===== config.mk =====
export PLATFORM = sky130hd
export DESIGN_NAME = imem_program_encoder
export DESIGN_NICKNAME = d
export VERILOG_FILES = /design/src/rtl/imem_program_encoder.sv
export SDC_FILE = /design/constraint.sdc
export NUM_CORES = 1
export LEC_CHECK = 0
export CORE_MARGIN = 1.5
export CORE_UTILIZATION = 50
export DETAILED_ROUTE_END_ITERATION = 6
export PLACE_DENSITY = 0.78
export SLEW_MARGIN = 5
export SYNTH_ARGS = -nofsm -noshare
export SYNTH_HDL_FRONTEND = slang
export SYNTH_SLANG_ARGS = --single-unit

===== constraint.sdc =====
create_clock -name clk -period 14.15 [get_ports clk]
set_input_delay 2.83 -clock clk [delete_from_list [all_inputs] [get_ports clk]]
set_output_delay 2.83 -clock clk [all_outputs]
set_load 0.01 [all_outputs]

===== src/rtl/imem_program_encoder.sv =====
// Packs instruction fields into 32-bit core words, queues them in a FIFO and
// burst-writes them into instruction memory starting at BASE_ADDR.
module imem_program_encoder #(
    parameter int unsigned          DEPTH     = 8,
    parameter int unsigned          ADDR_W    = 10,
    parameter logic [ADDR_W-1:0]    BASE_ADDR = '0
) (
    input  logic              clk,
    input  logic              reset,
    input  logic              in_valid,
    output logic              in_ready,
    input  logic [3:0]        in_cond,
    input  logic [1:0]        in_op,
    input  logic [5:0]        in_funct,
    input  logic [3:0]        in_rn,
    input  logic [3:0]        in_rd,
    input  logic [11:0]       in_src2,
    input  logic [23:0]       in_imm24,
    input  logic              in_last,
    input  logic              start,
    output logic              imem_we,
    output logic [ADDR_W-1:0] imem_addr,
    output logic [31:0]       imem_wdata,
    output logic              core_stall,
    output logic              busy,
    output logic              done,
    output logic              err_op,
    output logic              addr_wrap,
    output logic [ADDR_W:0]   wr_count
);

    localparam int unsigned PTR_W = $clog2(DEPTH);

    typedef enum logic [1:0] {IDLE, WRITE, DONE} state_t;

    state_t              state_q, state_d;
    logic [32:0]         mem_q [DEPTH];
    logic [PTR_W:0]      wr_ptr_q, rd_ptr_q;
    logic [ADDR_W-1:0]   addr_q, addr_d;
    logic [ADDR_W:0]     wr_count_q, wr_count_d;
    logic                err_op_q, addr_wrap_q;
    logic [31:0]         enc_word;
    logic                enc_err;
    logic                full, empty, push, pop;
    logic [32:0]         head;

    // Pointers carry one extra bit so full and empty are distinguishable.
    assign empty = (wr_ptr_q == rd_ptr_q);
    assign full  = (wr_ptr_q[PTR_W] != rd_ptr_q[PTR_W]) &&
                   (wr_ptr_q[PTR_W-1:0] == rd_ptr_q[PTR_W-1:0]);
    assign head  = mem_q[rd_ptr_q[PTR_W-1:0]];
    assign push  = in_valid && in_ready;
    assign pop   = (state_q == WRITE) && !empty;

    always_comb begin
        enc_word = '0;
        enc_err  = 1'b0;
        case (in_op)
            2'b00, 2'b01: enc_word = {in_cond, in_op, in_funct, in_rn, in_rd, in_src2};
            2'b10:        enc_word = {in_cond, 2'b10, in_funct[5:4], in_imm24};
            default:      enc_err  = 1'b1;
        endcase
    end

    always_ff @(posedge clk) begin
        if (!reset) state_q <= IDLE;
        else        state_q <= state_d;
    end

    always_comb begin
        state_d = state_q;
        case (state_q)
            IDLE:    if (start) state_d = WRITE;
            WRITE:   if (pop && head[32]) state_d = DONE;
            DONE:    state_d = IDLE;
            default: state_d = IDLE;
        endcase
    end

    always_comb begin
        in_ready   = !full && reset;
        imem_we    = pop;
        imem_addr  = addr_q;
        imem_wdata = pop ? head[31:0] : '0;
        core_stall = (state_q == WRITE);
        busy       = (state_q != IDLE);
        done       = (state_q == DONE);
        err_op     = err_op_q;
        addr_wrap  = addr_wrap_q;
        wr_count   = wr_count_q;
    end

    always_comb begin
        addr_d     = addr_q;
        wr_count_d = wr_count_q;
        if (state_q == IDLE && start) begin
            addr_d     = BASE_ADDR;
            wr_count_d = '0;
        end else if (pop) begin
            addr_d     = addr_q + ADDR_W'(1);
            wr_count_d = wr_count_q + (ADDR_W + 1)'(1);
        end
    end

    always_ff @(posedge clk) begin
        if (!reset) begin
            wr_ptr_q    <= '0;
            rd_ptr_q    <= '0;
            addr_q      <= '0;
            wr_count_q  <= '0;
            err_op_q    <= 1'b0;
            addr_wrap_q <= 1'b0;
        end else begin
            if (push) begin
                wr_ptr_q <= wr_ptr_q + (PTR_W + 1)'(1);
                if (enc_err) err_op_q <= 1'b1;
            end
            if (pop) begin
                rd_ptr_q <= rd_ptr_q + (PTR_W + 1)'(1);
                if (addr_q == '1) addr_wrap_q <= 1'b1;
            end
            addr_q     <= addr_d;
            wr_count_q <= wr_count_d;
        end
    end

    // Storage needs no reset: the pointers alone define what is valid.
    always_ff @(posedge clk) begin
        if (push) mem_q[wr_ptr_q[PTR_W-1:0]] <= {in_last, enc_word};
    end

endmodule


==> reports/qor.csv, run 1 <==
stage,metric,value,unit
clock_tree,clock_latency,0.55,ns
clock_tree,cts-resized-gates,0,
placed_design,place_congestion,0.713,
placed_design,portBuffers,120,
synthesis,synth_cell_types,41,
sta,rsz0062_at_grt,no,
routing,wirelength,23700,um
global_route,grt.overflow.total,0,
layout,layout_common_cells,"264 x edfxtp_1, 120 x clkdlybuf4s50_1, 66 x mux4_2",
clock_tree,cts_root_buffer,clkbuf_16,
global_route,antenna_found_initial,0,
layout,area_delta_synth_final,20.4,%
synthesis,syn_inst,703,
die,fp.dieH,159,um
routing,firstDrtPassIters,5,
clock_tree,holdBufCountCts,0,
synthesis,synth-async-reset-ratio,0,%
power_and_ir_drop,leakagePower,4.59,nW
critical_path,cp_data_required_time,11.32,ns
clock_tree,cts_buffers,30,
die,io_pins,121,
sta,setup_tns,0,ns
clock_tree,post_cts_buffers,0,
global_route,grt_pass1_vias,6498,
critical_path,cp_max_fo,10,
sta,relSlewSlack,24.8,%
routing,vias,6506,
power_and_ir_drop,ir_worst_vdd,0.000103,V
sta,hold_viol,0,
sta,min_period,7.38,ns
placed_design,place_inst,1116,
clock_tree,cts_max_level,1,
critical_path,worstSetupEndpointType,output pin,
global_route,grt_use_total,19.7,%
synthesis,synth-seq-cells,300,
clock_tree,cts_tree,built,
clock_tree,cts_max_path_buffers,3,
synthesis,ys_warn_count,0,
layout,multi_input_area,0.00317,mm^2
placed_design,dp_hpwl,13100,um
routing,remaining_drc_errors,0,
layout,nFillCells,1717,
layout,antenna_cells,0,
critical_path,crit_arrival,4.55,ns
clock_tree,cts_sinks,300,
die,dieArea,0.0251,mm^2
routing,wl_per_cell,20.3,um
die,num_rows,56,
sta,final.period_utilization,52.1,%
synthesis,syn_area,0.0121,mm^2
routing,via_per_inst,5.55,
synthesis,syn-num-nets,768,
global_route,grt_first_pass_wirelength,36800,um
layout,fin_cells,1172,
sta,skew,0.0139,ns
global_route,grt_max_degree,76,
sta,worst_pin_slew,1.12,ns
layout,fin_nets,894,
die,start_util,51.3,%
synthesis,ys.flop_type,edfxtp_1,
synthesis,yosysSeqAreaShare,71.5,%
layout,post-route-util,61.7,%
routing,dr.first_iter.drc_count,590,
synthesis,synth-edff-count,264,
die,die_w,159,um
die,core,0.0236,mm^2
layout,drive_gt1_share,16.3,%
outcome,outcome,completed,
layout,layout_commonest_cell,edfxtp_1,
layout,seqCellArea,0.00866,mm^2
routing,ant_nets,0,
power_and_ir_drop,powerDensity,131,mW/mm^2
critical_path,start_kind,input pin,
synthesis,postSynthAreaPerCell,17.2,um^2
sta,fmax,136,MHz
sta,setup_viol,0,
synthesis,yosys-top-cells-area,"edfxtp_1 66%, mux4_2 12%, dfxtp_1 6.0%, mux2i_1 2.9%, nand2_1 1.5%",
synthesis,synth_top_area_cell,edfxtp_1,
clock_tree,clk_pin_slew,0.06,ns
hold_path,min_path_type,flip-flop to flip-flop,
sta,report.final.slew_viol_count,0,
flow_run,max_cap_viol_count,0,
critical_path,crit_type,input pin to output pin,
synthesis,yosysTopAreaCellShare,65.5,%
==> per-stage QoR <==
| stage | worst slack, ns | hold WS (ns) | total power (W) | instance area (um^2) |
|---|---|---|---|---|
| 2_1_floorplan | 7.78 | 0.467 | 0.00112 | 12100 |
| 3_3_place_gp | 6.83 | 0.462 | 0.00118 | 13600 |
| 3_5_place_dp | 6.78 | 0.457 | 0.00119 | 13600 |
| 4_1_cts | 6.77 | 0.473 | 0.00193 | 14600 |
| 5_1_grt | 6.65 | 0.515 | 0.00198 | 14600 |
| 6_report | 6.77 | 0.464 | 0.00191 | 14600 |
==> logic make-up after synthesis <==
family                     synth area share (%)
adders and majority gates                 0.414
DFF                                        71.5
and+or+nand+nor                            5.63
xor gates and xnor gates                  0.848
buffers and inverters                      2.89
muxes                                      15.2
AOI/OAI and AO/OA                          3.58
==> state kept, by name, summed over array words and instances, names as in the netlist, named ones only <==
name and flops:
mem_q 264, wr_count 11, imem_addr 10, rd_ptr_q 4
wr_ptr_q 4, state_q 2, addr_wrap 1, err_op 1
==> worst paths after layout <==
path | endpoint | from | cells after the start | slack (ns)
max reg2reg | mem_q[0][15] | wr_ptr_q[1] | 5 | 10.94
min | addr_wrap | addr_wrap | 2 | 0.46
min reg2reg | addr_wrap | addr_wrap | 2 | 0.46
max | in_ready | reset | 4 | 6.77
==> Yosys cell counts (4+ instances only) <==
library cell / number
dfxtp_1: 36
nor3_1: 4
clkbuf_1: 11
nand2b_1: 4
ha_1: 4
mux2i_1: 35
edfxtp_1: 264
mux4_2: 66
nand2_1: 48
buf_1: 6
or4_1: 13
nand3_1: 10
buf_2: 8
and2_1: 6
or3_1: 5
inv_1: 32
o31ai_1: 13
o21ai_0: 32
xnor2_1: 6
a21oi_1: 22
nor2_1: 43
buf_6: 4
buf_4: 5
==> layer usage <==
layer / track usage [%] / share of wire, %
met5: 0 / 0
met1: 27.6 / 43
met4: 3.96 / 1.5
met3: 2.86 / 5.0
met2: 33.2 / 51
==> final cells by class <==
type                       instances  area share (%)
clock buffer                      37            5.33
sequential                       300            59.4
clock inverter                    19            1.07
tap                              319            2.74
inverter                          33           0.867
timing repair buffer             131            8.81
multi-input combinational        333            21.8
==> power by group <==
| group | switching [W] | internal [W] |
|---|---|---|
| Combinational | 0.0000836 | 0.0000841 |
| Sequential | 0.0000122 | 0.000984 |
| Clock | 0.000317 | 0.000427 |
==> worst max-delay path, stage by stage <==
cell and delay [ns]:
clkdlybuf4s50_1 0.69, inv_1 0.24, a41oi_1 0.22, clkdlybuf4s50_1 0.57
No activity file was read; power rests on OpenSTA's default activity.
==> inputs of run 2 (changes only) <==
Clock period 14.15 ns to 7.38 ns, I/O delays scaled along.
==> reports/qor.csv, run 2 (synthesized netlist as in run 1, its figures left out) <==
stage,metric,value,unit,change
sta,worst_pin_slew,0.999,ns,-0.124 ns
die,start_util,51.3,%,unchanged
critical_path,slowest_delay,0.89,ns,+0.20 ns
global_route,grt_first_pass_wirelength,36800,um,about the same
sta,min_period,4.92,ns,
placed_design,place_ws,2.76,ns,-4.02 ns
power_and_ir_drop,comb_power_share,8.2,%,-0.6 points
layout,multi_input_area,0.00317,mm^2,unchanged
layout,largest_reg_flops,264,,unchanged
clock_tree,clk_pin_slew,0.06,ns,about the same
placed_design,place_inst,1118,,+0.18%
layout,fin_nets,896,,+0.22%
routing,wirelength,24000,um,+1.0%
routing,dr.first_iter.drc_count,554,,-6.1%
power_and_ir_drop,leakagePower,4.64,nW,+1.0%
power_and_ir_drop,power_frac_clock,40.9,%,+1.9 points
clock_tree,cts_buffers,30,,unchanged
hold_path,min_to,err_op,,
sta,setup_tns,0,ns,unchanged
critical_path,reg2regPathDepth,5,,unchanged
critical_path,worstSetupEndpointType,output pin,,
power_and_ir_drop,powerDensity,258,mW/mm^2,+97%
sta,hold_viol,0,,unchanged
clock_tree,cts_max_path_buffers,3,,unchanged
power_and_ir_drop,seqPwrFrac,50.8,%,-1.4 points
die,num_rows,56,,unchanged
hold_path,min_path_type,flip-flop to flip-flop,,
die,dieArea,0.0251,mm^2,unchanged
routing,ant_nets,0,,unchanged
clock_tree,post_cts_buffers,0,,unchanged
layout,seqCellArea,0.00866,mm^2,unchanged
clock_tree,clock_latency,0.55,ns,about the same
power_and_ir_drop,power.switching,0.000798,W,+93%
global_route,grt_pass1_vias,6482,,-0.25%
die,io_pins,121,,unchanged
power_and_ir_drop,p_int,0.00299,W,+100%
routing,wl_per_cell,20.5,um,+1.0%
global_route,grt_max_degree,76,,unchanged
clock_tree,cts_root_buffer,clkbuf_16,,
die,fp.dieH,159,um,unchanged
layout,layout_commonest_cell,edfxtp_1,,
sta,final.period_utilization,66.7,%,
critical_path,crit_arrival,3.44,ns,-1.11 ns
critical_path,path_cells,buf_4 > mux4_2 > mux2i_1 > nor2_1 > clkdlybuf4s50_1,,
global_route,antenna_found_initial,0,,unchanged
sta,rsz0062_at_grt,no,,
critical_path,crit_family,buffers and inverters,,
critical_path,cp_data_required_time,5.90,ns,-5.42 ns
clock_tree,cts-resized-gates,0,,unchanged
sta,report.final.slew_viol_count,0,,unchanged
die,core,0.0236,mm^2,unchanged
power_and_ir_drop,swShare,21.1,%,-0.54 points
power_and_ir_drop,ir_worst_vdd,0.000197,V,+91%
flow_run,max_cap_viol_count,0,,unchanged
critical_path,cp_max_fo,41,,+31
hold_path,hold_start,err_op,,
routing,vias,6545,,+0.60%
critical_path,start_kind,flip-flop,,
routing,firstDrtPassIters,4,,-1
clock_tree,cts_tree,built,,
sta,hold_slack,0.478,ns,+0.0149 ns
placed_design,dp_hpwl,13400,um,+1.7%
routing,via_per_inst,5.58,,+0.60%
clock_tree,cts_max_level,1,,unchanged
layout,drive_gt1_share,16.3,%,unchanged
critical_path,worstReg2RegEnd,mem_q[2][25],,
global_route,grt_use_total,19.7,%,+0.063 points
global_route,grt.overflow.total,0,,unchanged
critical_path,r2r_start,wr_ptr_q[2],,
sta,setup_viol,0,,unchanged
clock_tree,holdBufCountCts,0,,unchanged
sta,skew,0.0168,ns,+0.00288 ns
placed_design,portBuffers,120,,unchanged
clock_tree,cts_sinks,300,,unchanged
routing,remaining_drc_errors,0,,unchanged
critical_path,crit_type,flip-flop to output pin,,
critical_path,crit_path_top_delay_cell,dfxtp_4,,
critical_path,crit_buf_inv,2,,-1
placed_design,place_congestion,0.727,,+1.9%
layout,nFillCells,1692,,-1.5%
critical_path,reg2reg_slack,4.69,ns,-6.25 ns
outcome,outcome,completed,,
layout,layout_common_cells,"264 x edfxtp_1, 120 x clkdlybuf4s50_1, 66 x mux4_2",,
sta,relSlewSlack,32.7,%,+8.0 points
hold_path,whs_path_depth,1,,-1
die,die_w,159,um,unchanged
layout,area_delta_synth_final,21.2,%,
layout,fin_cells,1172,,unchanged
sta,fmax,203,MHz,
sta,setup_ws,2.46,ns,-4.31 ns
layout,antenna_cells,0,,unchanged
-- run 2: cell types whose count changed in the layout (fill, tap and decap cells not counted), sizes merged --
cell / change
clkinv: -4
clkinvlp: -1
buf: +2
bufinv: +3
-- run 2: layer usage --
layer  vias to the layer above  routed length (um)  track usage (%)
met5                         -                   0                0
met3                        30                1210             2.67
met4                         0                 395             4.67
met2                       197               12100             34.1
li1                       2990                   -                -
met1                      3328               10300             26.8
-- run 2: how the worst max path moves through the flow --
stage / endpoint / slack (ns) / from / cells past startpoint
floorplan: mem_q[0][0] / 2.36 / reset / 5
global placement: in_ready / 2.81 / reset / 4
detailed placement: in_ready / 2.76 / reset / 4
CTS: imem_wdata[7] / 2.33 / flip-flop / 5
global route: imem_wdata[13] / 2.13 / flip-flop / 5
finish: imem_wdata[7] / 2.46 / flip-flop / 5
-- run 2: power groups by stage --
stage	clock network, W	logic (W)	registers [W]
after floorplan	0	0.000224	0.00193
after global placement	0	0.000308	0.00196
after detailed placement	0	0.000313	0.00196
after CTS	0.00157	0.000316	0.00193
after global routing	0.00164	0.000338	0.00193
final	0.00155	0.000312	0.00192
-- run 2: worst reg2reg max path, stage by stage, from the launching register on --
cell and delay, ns:
dfxtp_1 0.58, xnor2_1 0.17, a41oi_2 0.40, nand2b_1 0.32, nor2_4 0.38, buf_4 0.46
-- run 2: layout make-up --
cell class / instances / share of cell area [%]
repair buffers: 133 / 8.86
well taps: 319 / 2.72
multi-input cells: 333 / 21.6
clock inverters: 17 / 1.46
inverters: 33 / 0.862
flip-flops and latches: 300 / 59.0
clock buffers: 37 / 5.44
-- run 2: through the flow --
| step | total power, W | utilization (%) | area, um^2 |
|---|---|---|---|
| final | 0.00378 | 62.1 | 14700 |
| after global routing | 0.00390 | 62.1 | 14700 |
| after CTS | 0.00381 | 62.1 | 14700 |
| after detailed placement | 0.00227 | 57.8 | 13700 |
| after global placement | 0.00227 | 57.8 | 13700 |
| after floorplan | 0.00216 | - | 12100 |
==> inputs of run 3 (changes only) <==
Settings changed: PLACE_DENSITY 0.78 to 0.81.
Clock period 7.38 ns to 4 ns, I/O delays scaled along.
==> reports/qor.csv, run 3 (synthesized netlist as in run 1, its figures left out) <==
stage,metric,value,unit,change
die,die_w,159,um,unchanged
die,io_pins,121,,unchanged
sta,relSlewSlack,24.4,%,-8.4 points
layout,largest_reg_flops,264,,unchanged
die,num_rows,56,,unchanged
power_and_ir_drop,powerDensity,462,mW/mm^2,+79%
die,fp.dieH,159,um,unchanged
placed_design,place_ws,0.613,ns,-2.15 ns
sta,report.final.slew_viol_count,0,,unchanged
hold_path,min_path_type,flip-flop to flip-flop,,
critical_path,startpoint,wr_ptr_q[1],,
clock_tree,holdBufCountCts,0,,unchanged
layout,post-route-util,62.4,%,+0.34 points
hold_path,whs_path_depth,2,,+1
routing,wirelength,25300,um,+5.4%
critical_path,cp_data_required_time,3.20,ns,-2.70 ns
clock_tree,cts_tree,built,,
sta,hold_slack,0.483,ns,+0.00457 ns
global_route,grt_max_degree,35,,-54%
hold_path,hold_start,wr_count[10],,
sta,worst_pin_slew,1.12,ns,+0.124 ns
critical_path,crit_type,flip-flop to output pin,,
die,core,0.0236,mm^2,unchanged
sta,hold_viol,0,,unchanged
sta,min_period,3.58,ns,
clock_tree,cts_max_level,1,,unchanged
sta,setup_viol,0,,unchanged
global_route,antenna_found_initial,0,,unchanged
critical_path,cp_max_fo,27,,-34%
global_route,grt_use_total,20.9,%,+1.2 points
critical_path,reg2regPathDepth,5,,unchanged
power_and_ir_drop,ir_worst_vdd,0.000374,V,+89%
routing,via_per_inst,5.68,,+1.6%
clock_tree,cts_root_buffer,clkbuf_16,,
layout,area_delta_synth_final,21.8,%,
layout,nFillCells,1704,,+0.71%
sta,skew,0.0174,ns,+0.000611 ns
power_and_ir_drop,leakagePower,4.66,nW,+0.57%
routing,ant_nets,0,,unchanged
layout,layout_commonest_cell,edfxtp_1,,
layout,layout_common_cells,"264 x edfxtp_1, 120 x clkdlybuf4s50_1, 66 x mux4_2",,
routing,wl_per_cell,21.4,um,+4.6%
critical_path,crit_arrival,2.78,ns,-0.66 ns
critical_path,start_kind,flip-flop,,
routing,vias,6704,,+2.4%
routing,remaining_drc_errors,0,,unchanged
placed_design,place_congestion,0.772,,+6.2%
clock_tree,clk_pin_slew,0.06,ns,about the same
clock_tree,cts_buffers,29,,-3.3%
die,start_util,51.3,%,unchanged
sta,fmax,279,MHz,
placed_design,portBuffers,120,,unchanged
clock_tree,cts-resized-gates,0,,unchanged
critical_path,r2r_start,wr_ptr_q[1],,
critical_path,worstSetupEndpointType,output pin,,
routing,firstDrtPassIters,5,,+1
clock_tree,cts_sinks,300,,unchanged
layout,antenna_cells,0,,unchanged
clock_tree,post_cts_buffers,0,,unchanged
layout,drive_gt1_share,17.5,%,+1.2 points
routing,dr.first_iter.drc_count,499,,-9.9%
sta,setup_ws,0.416,ns,-2.04 ns
outcome,outcome,completed,,
global_route,grt_first_pass_wirelength,38700,um,+5.2%
die,dieArea,0.0251,mm^2,unchanged
placed_design,dp_hpwl,15300,um,+15%
flow_run,max_cap_viol_count,0,,unchanged
global_route,grt_pass1_vias,6727,,+3.8%
clock_tree,clock_latency,0.56,ns,about the same
sta,rsz0062_at_grt,no,,
global_route,grt.overflow.total,0,,unchanged
layout,fin_nets,905,,+1.0%
sta,final.period_utilization,89.6,%,
clock_tree,cts_max_path_buffers,3,,unchanged
sta,setup_tns,0,ns,unchanged
[run 3: changes by cell type in the layout (fill, tap and decap cells not counted), sizes merged]
cell	before	now
bufinv	5	3
clkinv	11	15
clkinvlp	1	2
clkbuf	37	32
buf	13	23
inv	33	34
[run 3: stage by stage]
stage                     instance area [um^2]  std cells  power (W)
after floorplan                          12100        703    0.00398
after global placement                   13800       1128    0.00421
after detailed placement                 13800       1128    0.00422
after CTS                                14700       1181    0.00686
after global routing                     14700       1181    0.00703
final                                    14700       1181    0.00681
[run 3: final cells by class]
type	count	area (um^2)	share of cell area, %
clock buffers	32	737	5.00
multi-input cells	333	3180	21.6
flip-flops and latches	300	8660	58.7
clock inverters	21	193	1.31
inverters	33	126	0.857
well taps	319	399	2.71
repair buffers	143	1450	9.83
[run 3: worst max-delay path, cell delays in order (launching register included)]
cell and delay [ns]:
dfxtp_1 0.67, xor2_2 0.18, o41ai_4 0.37, buf_4 0.38
inv_4 0.12, clkdlybuf4s50_1 0.50
[run 3: final timing paths]
kind / end / slack (ns)
min: wr_count[10] / 0.48
min reg2reg: wr_count[10] / 0.48
max reg2reg: mem_q[6][24] / 1.33
max: imem_we / 0.42
[run 3: power by group]
| group | total [W] | switching, W | internal, W |
|---|---|---|---|
| clock | 0.00265 | 0.00113 | 0.00152 |
| sequential | 0.00353 | 0.0000480 | 0.00348 |
| combinational | 0.000623 | 0.000310 | 0.000314 |
| total | 0.00681 | 0.00149 | 0.00532 |
[run 3: per-layer routing]
metal  wire, um  track usage (%)  part of all wire, %
met5          0                0                    0
met3       1460             2.83                  5.8
met1      10100             27.2                   40
met2      13000             36.6                   51
met4        730             6.81                  2.9
